`config.mk`:
```
export PLATFORM = sky130hd
export DESIGN_NAME = edge_event_queue
export DESIGN_NICKNAME = d
export VERILOG_FILES = /design/src/rtl/edge_event_queue.sv
export SDC_FILE = /design/constraint.sdc
export NUM_CORES = 1
export LEC_CHECK = 0
export BUFFER_PORTS_ARGS = -buffer_cell sky130_fd_sc_hd__buf_2
export CAP_MARGIN = 10
export CORE_MARGIN = 1.5
export CORE_UTILIZATION = 30
export CTS_CLUSTER_SIZE = 14
export DETAILED_ROUTE_END_ITERATION = 7
export GPL_TIMING_DRIVEN = 0
export HOLD_SLACK_MARGIN = 0.05
export RECOVER_POWER = 100
export SYNTH_ARGS = -nofsm -noshare
export SYNTH_HDL_FRONTEND = slang
export SYNTH_SLANG_ARGS = --single-unit
```
`constraint.sdc`:
```
create_clock -name clk -period 3.4 [get_ports clk]
set_clock_uncertainty 0.2 [all_clocks]
set_input_delay 0.17 -clock clk [delete_from_list [all_inputs] [get_ports clk]]
set_output_delay 0.17 -clock clk [all_outputs]
set_load 0.1 [all_outputs]
```
`src/rtl/edge_event_queue.sv`:
```
// Timestamped FIFO of edge-detector pulse vectors with a sticky overflow flag.
// Define EDGE_EVENT_TSTAMP_EN to build the stamp counter and per-entry timestamp storage.
module edge_event_queue #(
  parameter int DEPTH   = 8,
  parameter int STAMP_W = 16
) (
  input  logic                     clk,
  input  logic                     rst,
  input  logic [7:0]               pedge,
  input  logic                     rd_ready,
  input  logic                     ovf_clr,
  output logic                     rd_valid,
  output logic [7:0]               rd_data,
  output logic [STAMP_W-1:0]       rd_stamp,
  output logic [$clog2(DEPTH):0]   level,
  output logic                     overflow
);

  localparam int AW = $clog2(DEPTH);
  localparam int LW = AW + 1;
  localparam logic [LW-1:0] FULL_LEVEL = LW'(DEPTH);

  logic [7:0]    dataMem [DEPTH];
  logic [AW-1:0] wrPtr_q, wrPtr_d;
  logic [AW-1:0] rdPtr_q, rdPtr_d;
  logic [LW-1:0] level_q, level_d;
  logic          overflow_q, overflow_d;

  logic isEmpty, isFull, pushReq, doPop, doWrite, doDrop;

  // A pop frees the slot the simultaneous push needs, so full+pop still accepts.
  always_comb begin
    isEmpty  = (level_q == '0);
    isFull   = (level_q == FULL_LEVEL);
    pushReq  = (pedge != '0);
    doPop    = !isEmpty && rd_ready;
    doWrite  = pushReq && (!isFull || doPop);
    doDrop   = pushReq && isFull && !doPop;

    wrPtr_d    = doWrite ? wrPtr_q + AW'(1) : wrPtr_q;
    rdPtr_d    = doPop   ? rdPtr_q + AW'(1) : rdPtr_q;
    level_d    = level_q;
    overflow_d = overflow_q;

    if (doWrite && !doPop) begin
      level_d = level_q + LW'(1);
    end else if (doPop && !doWrite) begin
      level_d = level_q - LW'(1);
    end

    if (doDrop) begin
      overflow_d = 1'b1;
    end else if (ovf_clr) begin
      overflow_d = 1'b0;
    end
  end

  always_ff @(posedge clk or posedge rst) begin
    if (rst) begin
      wrPtr_q    <= '0;
      rdPtr_q    <= '0;
      level_q    <= '0;
      overflow_q <= 1'b0;
    end else begin
      wrPtr_q    <= wrPtr_d;
      rdPtr_q    <= rdPtr_d;
      level_q    <= level_d;
      overflow_q <= overflow_d;
    end
  end

  always_ff @(posedge clk) begin
    if (doWrite && !rst) begin
      dataMem[wrPtr_q] <= pedge;
    end
  end

`ifdef EDGE_EVENT_TSTAMP_EN
  logic [STAMP_W-1:0] stamp_q;
  logic [STAMP_W-1:0] stampMem [DEPTH];

  always_ff @(posedge clk or posedge rst) begin
    if (rst) begin
      stamp_q <= '0;
    end else begin
      stamp_q <= stamp_q + STAMP_W'(1);
    end
  end

  always_ff @(posedge clk) begin
    if (doWrite && !rst) begin
      stampMem[wrPtr_q] <= stamp_q;
    end
  end

  assign rd_stamp = isEmpty ? '0 : stampMem[rdPtr_q];
`else
  assign rd_stamp = '0;
`endif

  // Storage is never reset, so the head is masked while nothing is stored.
  assign rd_valid = !isEmpty;
  assign rd_data  = isEmpty ? 8'h00 : dataMem[rdPtr_q];
  assign level    = level_q;
  assign overflow = overflow_q;

endmodule
```
* Word level (Yosys, flattened, before mapping)
Memory sizes are Yosys's and may differ from the RTL's.
Index checks and enable logic that the tools add are counted.
** Storage, ports and cells
- Register bits after elaboration :: 11
- Memory bits (writable) :: 64
- Bits of input ports :: 12
- Output and inout port bits :: 30
- Logic and storage cells :: 34
- Memories kept :: 1
** Memory list
- dataMem :: words 8, bits a word 8, read ports 1, clocked after Yosys merged registers in 0, write ports 1, RTL line 23 : logic [7:0] dataMem [DEPTH];
** Cells by class
- Add/subtract/negate cells :: 4
- Equal/unequal tests :: 1
- Multiplexer cells :: 7
- Reduce and logical (&&, ||, !) cells :: 17
** Operator list (count)
- $mux 4 :: 2
- $mux 8 :: 1
- $reduce_bool 8->1 :: 1
- $logic_and 1x1->1 :: 7
- $add 3x1->3 const B :: 2
- $logic_not 1->1 :: 5
- $add 4x1->4 const B :: 1
- $eq 4x4->1 const B :: 1
- $logic_not 4->1 :: 1
- $mux 1 :: 4
- $reduce_bool 2->1 :: 2
- $sub 4x1->4 const B :: 1
- $logic_or 1x1->1 :: 1

* Depth between registers and ports, before layout
Gate-level depths: netlist (run 1).
- Word-level depth :: 9
- Depth in mapped cells :: 11
- Gate-level depth less buffers :: 11

* Worst setup path after synthesis (run 1)
Ideal clock, no wire load.
- Path kind :: reg-to-reg
- Start :: register level_q[0] (netlist: level[0])
- End :: register level_q[3] (netlist: level[3])
- Setup time :: 0.159 ns
- Data arrival time :: 3.303 ns
- Data required time :: 3.041 ns
- Path slack :: -0.262 ns
- Stages on the path, launching flop included :: 11
- Path buffers :: 0
- Clock period less this slack :: 3.662 ns
- Cell sequence :: dfrtp_1 nor3_2 nand2b_1 nand2_1 ha_1 inv_1 ha_1 a21oi_1 and3_1 o21bai_1 xnor2_1
** On the way
- Longest elaborated chain between the ends :: 8
- Elaborated cells between the ends (all ways) :: 16
- Classes of those cells :: add/sub (2); eq/ne (1); mux (2); reduce/logical (11)
** Ends and longest elaborated chain
- from (decl) :: RTL line 26 : logic [LW-1:0] level_q, level_d;
- from (signal assigned) :: RTL line 67 : level_q <= level_d;
- $logic_not 4->1 (*) :: RTL line 33 : isEmpty = (level_q == '0);
- $logic_not 1->1 (*)
- via rd_valid :: RTL line 12 : output logic rd_valid,
- $logic_and 1x1->1 (*) :: RTL line 36 : doPop = !isEmpty && rd_ready;
- $logic_or 1x1->1 :: RTL line 37 : doWrite = pushReq && (!isFull || doPop);
- $logic_and 1x1->1 :: RTL line 37
- $logic_not 1->1 :: RTL line 47 : end else if (doPop && !doWrite) begin
- $logic_and 1x1->1 :: RTL line 47
- $reduce_bool 2->1 (no line)
The timed path passes the listed nets; every way through them passes the cells marked *. The select of a mux whose other input is x is not followed.
A chain may end at the register's enable or synchronous reset.

* Worst setup path after layout (run 1)
- Start :: input pedge[7]
- End :: memory dataMem[0][2] (enable)
** On the way
- Longest elaborated chain between the ends :: 5
** Ends and longest elaborated chain
- from (decl) :: RTL line 9 : input logic [7:0] pedge,
- $reduce_bool 8->1 :: RTL line 35 : pushReq = (pedge != '0);
- $logic_and 1x1->1 :: RTL line 37
- $logic_and 1x1->1 :: RTL line 73 : if (doWrite && !rst) begin
- $mux 1 :: RTL line 73
- $mux 1 (implied by the code) :: RTL line 74 : dataMem[wrPtr_q] <= pedge;
- to (decl) :: RTL line 23
No other way between the ends.

==> results.yml, run 1 <==
run_status:
  status: "finished, final reports clean"
synth:
  ys_seq_area_share_pct: 68.6
  synth-async-reset-ratio_pct: 14.7
  synthDistinctLibCells: 32
  ys_ff_latch: 75
  synth_area_leaders: "edfxtp_1, dfrtp_1, mux4_2"
  synthCells: 177
  synth_top_cell_by_area: "edfxtp_1"
  synth_top_area_share_pct: 60.0
  ys.flop_type: "edfxtp_1"
  avgSynthCellArea_um2: 18.1
  synth_area_um2: 3200
  synth-edff-count: 64
  yosys_warnings: 0
setup_path:
  cp.required_ns: 3.21
  critPathTopFamily: "simple AND/OR/NAND/NOR gates"
  crit_path_start_kind: "input port"
  slowest_delay_ns: 0.89
  crit_path_start: "pedge[7]"
  r2r_start: "level[0]"
  arrival_ns: 2.82
  crit_type: "input port to flop"
  cp_max_fo: 9
  worstPathCellList: "dlygate4sd3_1, clkbuf_1, nor4_1, nand2_1, nand2_1, nor4b_1, clkbuf_1"
  end_kind: "flop"
  crit_buf_inv: 3
  ff2ff_setup_slack_ns: 0.55
  crit_slowest_cell: "nor4b_1"
layout:
  drive_above_1_share_pct: 24.2
  antenna_cells: 0
  utilization_pct: 37.6
  fin_nets: 261
  final_common_cell: "edfxtp_1"
  syn2layout_area_growth_pct: 21.3
  fill_cells: 986
  layout_common_cells: "edfxtp_1, clkbuf_1, buf_4, conb_1"
floorplanning:
  rows: 37
  initial_core_util_pct: 31.0
  fp.dieW_um: 106
  dieArea_um2: 11300
  die_h_um: 106
  pin_count: 42
  core_region_area_um2: 10300
detailed_routing:
  vias: 1730
  ant_nets: 0
  vias_per_cell: 4.51
  firstDrtPassIters: 4
  drt_first_iter_violations: 107
  routed_wl_um: 5870
  remaining_drc_errors: 0
  wl_per_cell_um: 15.3
clock_tree:
  clkTransAtPathRegs_ns: 0.08
  root_buffer: "clkbuf_8"
  clockBufferDepth: 2
  cts_setup_buffers: 0
  cts_sinks: 75
  cts_resized: 0
  cts_tree: "done"
  h-tree-depth: 3
  insertion_delay_ns: 0.35
  cts_made_buffers: 9
global_routing:
  grt_max_degree: 15
  grt_pass1_vias: 1715
  grtUsageTotal_pct: 11.2
  grt.overflow.total: 0
  grt_pass1_wl_um: 9160
  antenna_found_initial: 0
sta:
  tns_ns: 0
  final_hold_viol_count: 0
  slew_headroom_pct: 22.7
  rsz0062_at_grt: "false"
  slew_violations: 0
  fin_crit_sh_pct: 88.6
  period_needed_ns: 3.01
  worstMarginPinSlew_ns: 1.16
  fmax_ghz: 0.332
  setup_violations: 0
placed_design:
  dpl.hpwl_um: 3920
  port_buffers: 25
  gp_congestion: 0.757
run:
  maxCapViolations: 0
min_path:
  min_path_type: "input port to async pin"
[logic make-up (layout without fill, tap and decap cells)]
family                     after synthesis  after routing  share of synthesized area, %
xor gates and xnor gates                 7              7                          1.91
other                                    1             16                         0.117
buffers and inverters                   27             83                          5.86
AOI/OAI and AO/OA                       13             13                          3.09
adders and majority gates                6              6                          2.58
DFF                                     75             75                          68.6
muxes                                   19             19                          13.1
and+or+nand+nor                         29             29                          4.73
[through the flow]
step,hold slack (ns),std cells,setup WS [ns],cell area (um^2)
2_1_floorplan,-0.169,192,0.127,3260
3_3_place_gp,0.0353,353,0.0478,3560
5_1_grt,0.311,384,0.133,3890
6_report,0.236,384,0.389,3890
4_1_cts,0.205,384,0.461,3940
3_5_place_dp,0.0453,357,0.633,3600
[routing by layer]
metal  share of wire (%)  track usage [%]
met1                  46             14.5
met5                   0                0
met2                  48             18.1
met4                 1.6             4.34
met3                 4.4             2.76
[cells in the mapped netlist, types with 2 or more instances]
cell / n
nand3_1: 5
clkbuf_1: 2
nor2_1: 5
mux2_2: 3
ha_1: 5
a22o_1: 8
nand2_1: 6
edfxtp_1: 64
nor4_1: 3
nor3_1: 3
xnor2_1: 7
buf_4: 16
dfrtp_1: 11
mux4_2: 9
buf_2: 2
inv_1: 5
mux4_1: 7
a21oi_1: 2
[cell type report]
cell class | count | area [um^2] | area share, %
clock buffers | 9 | 124 | 3.19
clock inverters | 7 | 98.8 | 2.54
flip-flops and latches | 75 | 2200 | 56.5
well taps | 136 | 170 | 4.38
inverters | 5 | 18.8 | 0.483
plain buffers | 22 | 169 | 4.35
repair buffers | 40 | 231 | 5.96
multi-input cells | 90 | 877 | 22.6
[sequential cells by signal (all words and copies together), names as in the netlist]
name,cells
overflow,1
level,4
dataMem,64
wrPtr_q,3
rdPtr_q,3
[worst paths after layout]
kind	depth (start not counted)	end
worst max-delay path	7	dataMem[0][2]
worst min-delay path	3	level[2]
worst max register to register	11	level[3]
worst min register to register	1	rdPtr_q[2]
max in group asynchronous	3	rdPtr_q[2]
min in group clk	1	rdPtr_q[2]
[timing repair]
action | CTS | global route
hold endpoints to repair | 82 | 0
hold buffers | 11 | 0
endpoints found under the setup margin | 0 | 0
[worst min-delay path: stages]
cell and delay [ns]:
dlygate4sd3_1 0.53, clkbuf_1 0.16, inv_1 0.38
Power of run 1 is left out: the tool's default activity adds up to more than one toggle a clock period on the data nets, which glitch-free logic cannot reach.
==> inputs of run 2 (changes only) <==
--- a/config.mk
+++ b/config.mk
@@ -13,6 +13,7 @@
 export DETAILED_ROUTE_END_ITERATION = 7
 export GPL_TIMING_DRIVEN = 0
 export HOLD_SLACK_MARGIN = 0.05
+export PLACE_DENSITY = 0.46
 export RECOVER_POWER = 100
 export SYNTH_ARGS = -nofsm -noshare
 export SYNTH_HDL_FRONTEND = slang
==> run 2 against run 1 <==
Net effect: count of clock-buffer cells in the layout unchanged; routed wire length up 12%; utilization down 0.21 points; cell count down 0.52%.
==> results.yml, run 2 (synthesized netlist as in run 1, its figures left out) <==
setup_path:
  cp_max_fo: 9
  crit_slowest_cell: "dlygate4sd3_1"
  worstPathCellList: "dlygate4sd3_1, clkbuf_1, nor4_1, nand2_1, nand2_1, inv_1, ha_1, inv_1, ha_1, a21oi_1, and3_1, o21bai_1, xnor2_1"
  arrival_ns: 3.10
  crit_path_start_kind: "input port"
  slowest_delay_ns: 0.53
  cp.required_ns: 3.44
  crit_type: "input port to flop"
  end_kind: "flop"
clock_tree:
  cts_made_buffers: 9
  cts_sinks: 75
  cts_resized: 0
  clockBufferDepth: 2
  insertion_delay_ns: 0.34
  root_buffer: "clkbuf_8"
  h-tree-depth: 3
  clkTransAtPathRegs_ns: 0.08
  cts_tree: "done"
detailed_routing:
  vias: 1714
  drt_first_iter_violations: 107
  routed_wl_um: 6540
  firstDrtPassIters: 4
  vias_per_cell: 4.49
  ant_nets: 0
  remaining_drc_errors: 0
  wl_per_cell_um: 17.1
floorplanning:
  initial_core_util_pct: 31.0
  fp.dieW_um: 106
  rows: 37
  dieArea_um2: 11300
  pin_count: 42
  die_h_um: 106
  core_region_area_um2: 10300
global_routing:
  grt_pass1_vias: 1682
  grtUsageTotal_pct: 12.3
  grt.overflow.total: 0
  antenna_found_initial: 0
  grt_max_degree: 14
  grt_pass1_wl_um: 9850
placed_design:
  gp_congestion: 0.751
  dpl.hpwl_um: 4190
  post-place-ws_ns: 0.550
  placedCellCount: 355
  dpl_cell_area_um2: 3600
  port_buffers: 25
sta:
  period_needed_ns: 3.07
  setup_ws_ns: 0.333
  setup_violations: 0
  fmax_ghz: 0.326
  final_hold_viol_count: 0
  tns_ns: 0
  worstMarginPinSlew_ns: 1.16
  fin_crit_sh_pct: 90.2
  rsz0062_at_grt: "false"
  slew_headroom_pct: 23.3
  slew_violations: 0
layout:
  layout_common_cells: "edfxtp_1, clkbuf_1, buf_4, conb_1"
  largest-register: "dataMem"
  fill_cells: 985
  antenna_cells: 0
  fin_nets: 259
  largest_reg_flops: 64
  design_area_um2: 3860
  final_common_cell: "edfxtp_1"
  syn2layout_area_growth_pct: 20.7
  fin_cells: 382
  drive_above_1_share_pct: 25.6
run:
  maxCapViolations: 0
run_status:
  status: "finished, final reports clean"
min_path:
  min_path_type: "input port to async pin"
run 2: worst max-delay path: cells and delay by family:
kind	cells	cell delay (ns)
AO/OA/AOI/OAI	2	0.25
XOR/XNOR	1	0.12
adder cells (fa/ha/maj)	2	0.48
buffers and inverters	4	0.96
AND/OR/NAND/NOR	4	1.13
run 2: cell type report:
| cell class | count | area, um^2 | area share (%) |
|---|---|---|---|
| multi-input cells | 90 | 893 | 23.1 |
| flip-flops and latches | 75 | 2200 | 56.8 |
| well taps | 136 | 170 | 4.40 |
| inverters | 5 | 18.8 | 0.486 |
| clock buffers | 9 | 124 | 3.20 |
| clock inverters | 7 | 67.6 | 1.75 |
| plain buffers | 22 | 169 | 4.37 |
| repair buffers | 38 | 225 | 5.83 |
run 2: worst paths after layout:
path                       startpoint         end  slack (ns)  cells past startpoint
setup / recovery             pedge[4]    level[3]        0.33                     13
hold / removal                    rst    overflow        0.22                      3
setup reg to reg             level[0]    level[3]        0.45                     11
hold reg to reg            rdPtr_q[2]  rdPtr_q[2]        0.30                      1
max in group asynchronous         rst  rdPtr_q[0]        2.47                      3
min in group clk           rdPtr_q[2]  rdPtr_q[2]        0.30                      1
run 2: timing repair:
action / 4_1_cts / 5_1_grt
setup buffers: 0 / 0
hold buffers: 11 / 0
hold endpoints to repair: 81 / 0
run 2: stage by stage:
| step | hold slack (ns) | util, % |
|---|---|---|
| after global placement | 0.0543 | 34.5 |
| after global routing | 0.272 | 37.4 |
| final | 0.222 | 37.4 |
| after CTS | 0.208 | 37.8 |
| after detailed placement | 0.0468 | 34.9 |
| after floorplan | -0.169 | - |
run 2: metal layers:
metal  wire length (um)  GRT usage (%)
met1               3030           16.4
met2               3180           19.2
met3                205           2.08
met4                134           6.66
met5                  0              0
Power of run 2 is left out for the same reason.
==> inputs of run 3 (changes only) <==
--- a/config.mk
+++ b/config.mk
@@ -5,6 +5,7 @@
 export SDC_FILE = /design/constraint.sdc
 export NUM_CORES = 1
 export LEC_CHECK = 0
+export ABC_AREA = 1
 export BUFFER_PORTS_ARGS = -buffer_cell sky130_fd_sc_hd__buf_2
 export CAP_MARGIN = 10
 export CORE_MARGIN = 1.5
==> run 3 against run 2 <==
Net effect: via count rose by 47%; first-iteration DRC count rose by 17%; die area rose by 14%; utilization fell by 0.23 points; sequential cell count did not move; cell area rose by 16%; global-route usage rose by 0.97 points; largest cell class unchanged; maximum frequency rose by 4.9%; register-to-register slack improved by 0.03 ns; critical endpoint unchanged; critical path depth fell by 2.
==> results.yml, run 3 <==
floorplanning:
  core_region_area_um2: 12000
  dieArea_um2: 12900
  initial_core_util_pct: 30.6
  pin_count: 42
  rows: 40
  die_h_um: 114
  fp.dieW_um: 114
clock_tree:
  cts_tree: "done"
  clockBufferDepth: 2
  cts_made_buffers: 9
  h-tree-depth: 3
  insertion_delay_ns: 0.33
  cts_sinks: 75
  clkTransAtPathRegs_ns: 0.06
  root_buffer: "clkbuf_16"
layout:
  final-seq-area_um2: 2200
  utilization_pct: 37.2
  syn2layout_area_growth_pct: 21.5
  fill_cells: 1229
  antenna_cells: 0
  layout_common_cells: "nand2_1, inv_1, edfxtp_1, nand3_1, nor2_1"
  multi_input_area_um2: 1010
  fin_nets: 467
  design_area_um2: 4470
  largest-register: "dataMem"
  drive_above_1_share_pct: 11.0
  largest_reg_flops: 64
  final_common_cell: "nand2_1"
detailed_routing:
  routed_wl_um: 7990
  vias_per_cell: 4.20
  remaining_drc_errors: 0
  vias: 2520
  drt_first_iter_violations: 125
  firstDrtPassIters: 5
  wl_per_cell_um: 13.3
  ant_nets: 0
placed_design:
  gp_congestion: 0.787
  dpl_cell_area_um2: 4050
  port_buffers: 25
  dpl.hpwl_um: 5440
global_routing:
  grt_pass1_wl_um: 12700
  grt_max_degree: 15
  grt.overflow.total: 0
  antenna_found_initial: 0
  grtUsageTotal_pct: 13.3
  grt_pass1_vias: 2362
sta:
  worstMarginPinSlew_ns: 1.18
  rsz0062_at_grt: "false"
  tns_ns: 0
  period_needed_ns: 2.92
  slew_headroom_pct: 22.0
  holdWs_ns: 0.231
  slew_violations: 0
  fin_crit_sh_pct: 86.0
  final_hold_viol_count: 0
  fmax_ghz: 0.342
  setup_violations: 0
setup_path:
  arrival_ns: 2.95
  crit_path_start_kind: "flop"
  end_kind: "flop"
  crit_type: "flop to flop"
  cp_max_fo: 10
  rr_worst_depth: 11
  cp.required_ns: 3.42
synth:
  synth-edff-count: 64
  synthDistinctLibCells: 26
  ys_top_cells_by_count: "nand2_1, inv_1, edfxtp_1, nand3_1, nor2_1"
  synth_area_um2: 3680
  yosys_warnings: 0
  ys.flop_type: "edfxtp_1"
  synth_top_area_share_pct: 52.2
  ys_seq_area_share_pct: 59.7
  synth_top_cell_by_area: "edfxtp_1"
  synth_most_common_cell: "nand2_1"
  synth-async-reset-ratio_pct: 14.7
  synth_area_leaders: "edfxtp_1, nand2_1, inv_1"
  ys_ff_latch: 75
  avgSynthCellArea_um2: 9.51
  synthCells: 387
min_path:
  min_path_type: "input port to async pin"
run:
  maxCapViolations: 0
run_status:
  status: "finished, final reports clean"
[run 3: changes by cell type in the layout (fill, tap and decap cells not counted), sizes merged, moves of 3 or more]
cell    change
mux4       -16
nor3        -4
nand2     +101
clkbuf      -3
mux2        -3
a22o        -8
bufinv      +3
nand3      +42
xnor2       -4
buf         +7
nor2       +28
inv        +72
nor4        -3
[run 3: what timing repair did]
item                                   in CTS  in global routing
resized for setup                           0                  0
endpoints found under the hold margin      79                  0
hold buffers                               11                  0
buffers inserted                            0                  0
[run 3: layout make-up]
cell class,count,area share [%]
repair buffers,36,4.62
inverters,77,6.52
well taps,147,4.12
clock buffers,9,5.04
plain buffers,28,4.93
multi-input cells,222,22.5
clock inverters,6,3.08
flip-flops and latches,75,49.2
[run 3: worst max-delay path, cell delays in order, from the launching register on]
cell and delay, ns:
dfrtp_1 0.47, nor2_4 0.15, nand3_1 0.43, nand2_1 0.40, ha_1 0.22, inv_1 0.09, ha_1 0.31, or2_2 0.31
nand3_1 0.08, nand2_1 0.05, nand2_1 0.05, nand2_1 0.04
[run 3: final timing paths]
check                         start  slack (ns)          to
max                        level[0]        0.48    level[3]
min reg2reg                overflow        0.33    overflow
min in group clk           overflow        0.33    overflow
max in group asynchronous       rst        2.40  rdPtr_q[2]
max reg2reg                level[0]        0.48    level[3]
min                             rst        0.23  wrPtr_q[2]
[run 3: per-layer routing]
metal | wire length (um) | vias up | track usage (%)
li1 | - | 1298 | -
met1 | 3840 | 1148 | 18.3
met2 | 3640 | 68 | 20.8
met3 | 388 | 6 | 2.50
met4 | 122 | 0 | 5.25
met5 | 0 | - | 0
[run 3: logic make-up after synthesis]
group	Yosys count	share of synthesized area [%]
flip-flops	75	59.7
adder cells (fa/ha/maj)	6	2.24
XOR/XNOR	5	1.19
buffers and inverters	105	13.9
AO/OA/AOI/OAI	4	0.544
other	1	0.102
AND/OR/NAND/NOR	191	22.3
[run 3: stage by stage]
| stage | worst slack [ns] | instances |
|---|---|---|
| finish | 0.476 | 600 |
| global route | 0.241 | 600 |
| CTS | 0.601 | 600 |
| detailed placement | 0.813 | 574 |
| global placement | 0.827 | 574 |
| floorplan | 0.118 | 402 |
Power of run 3 is left out for the same reason.
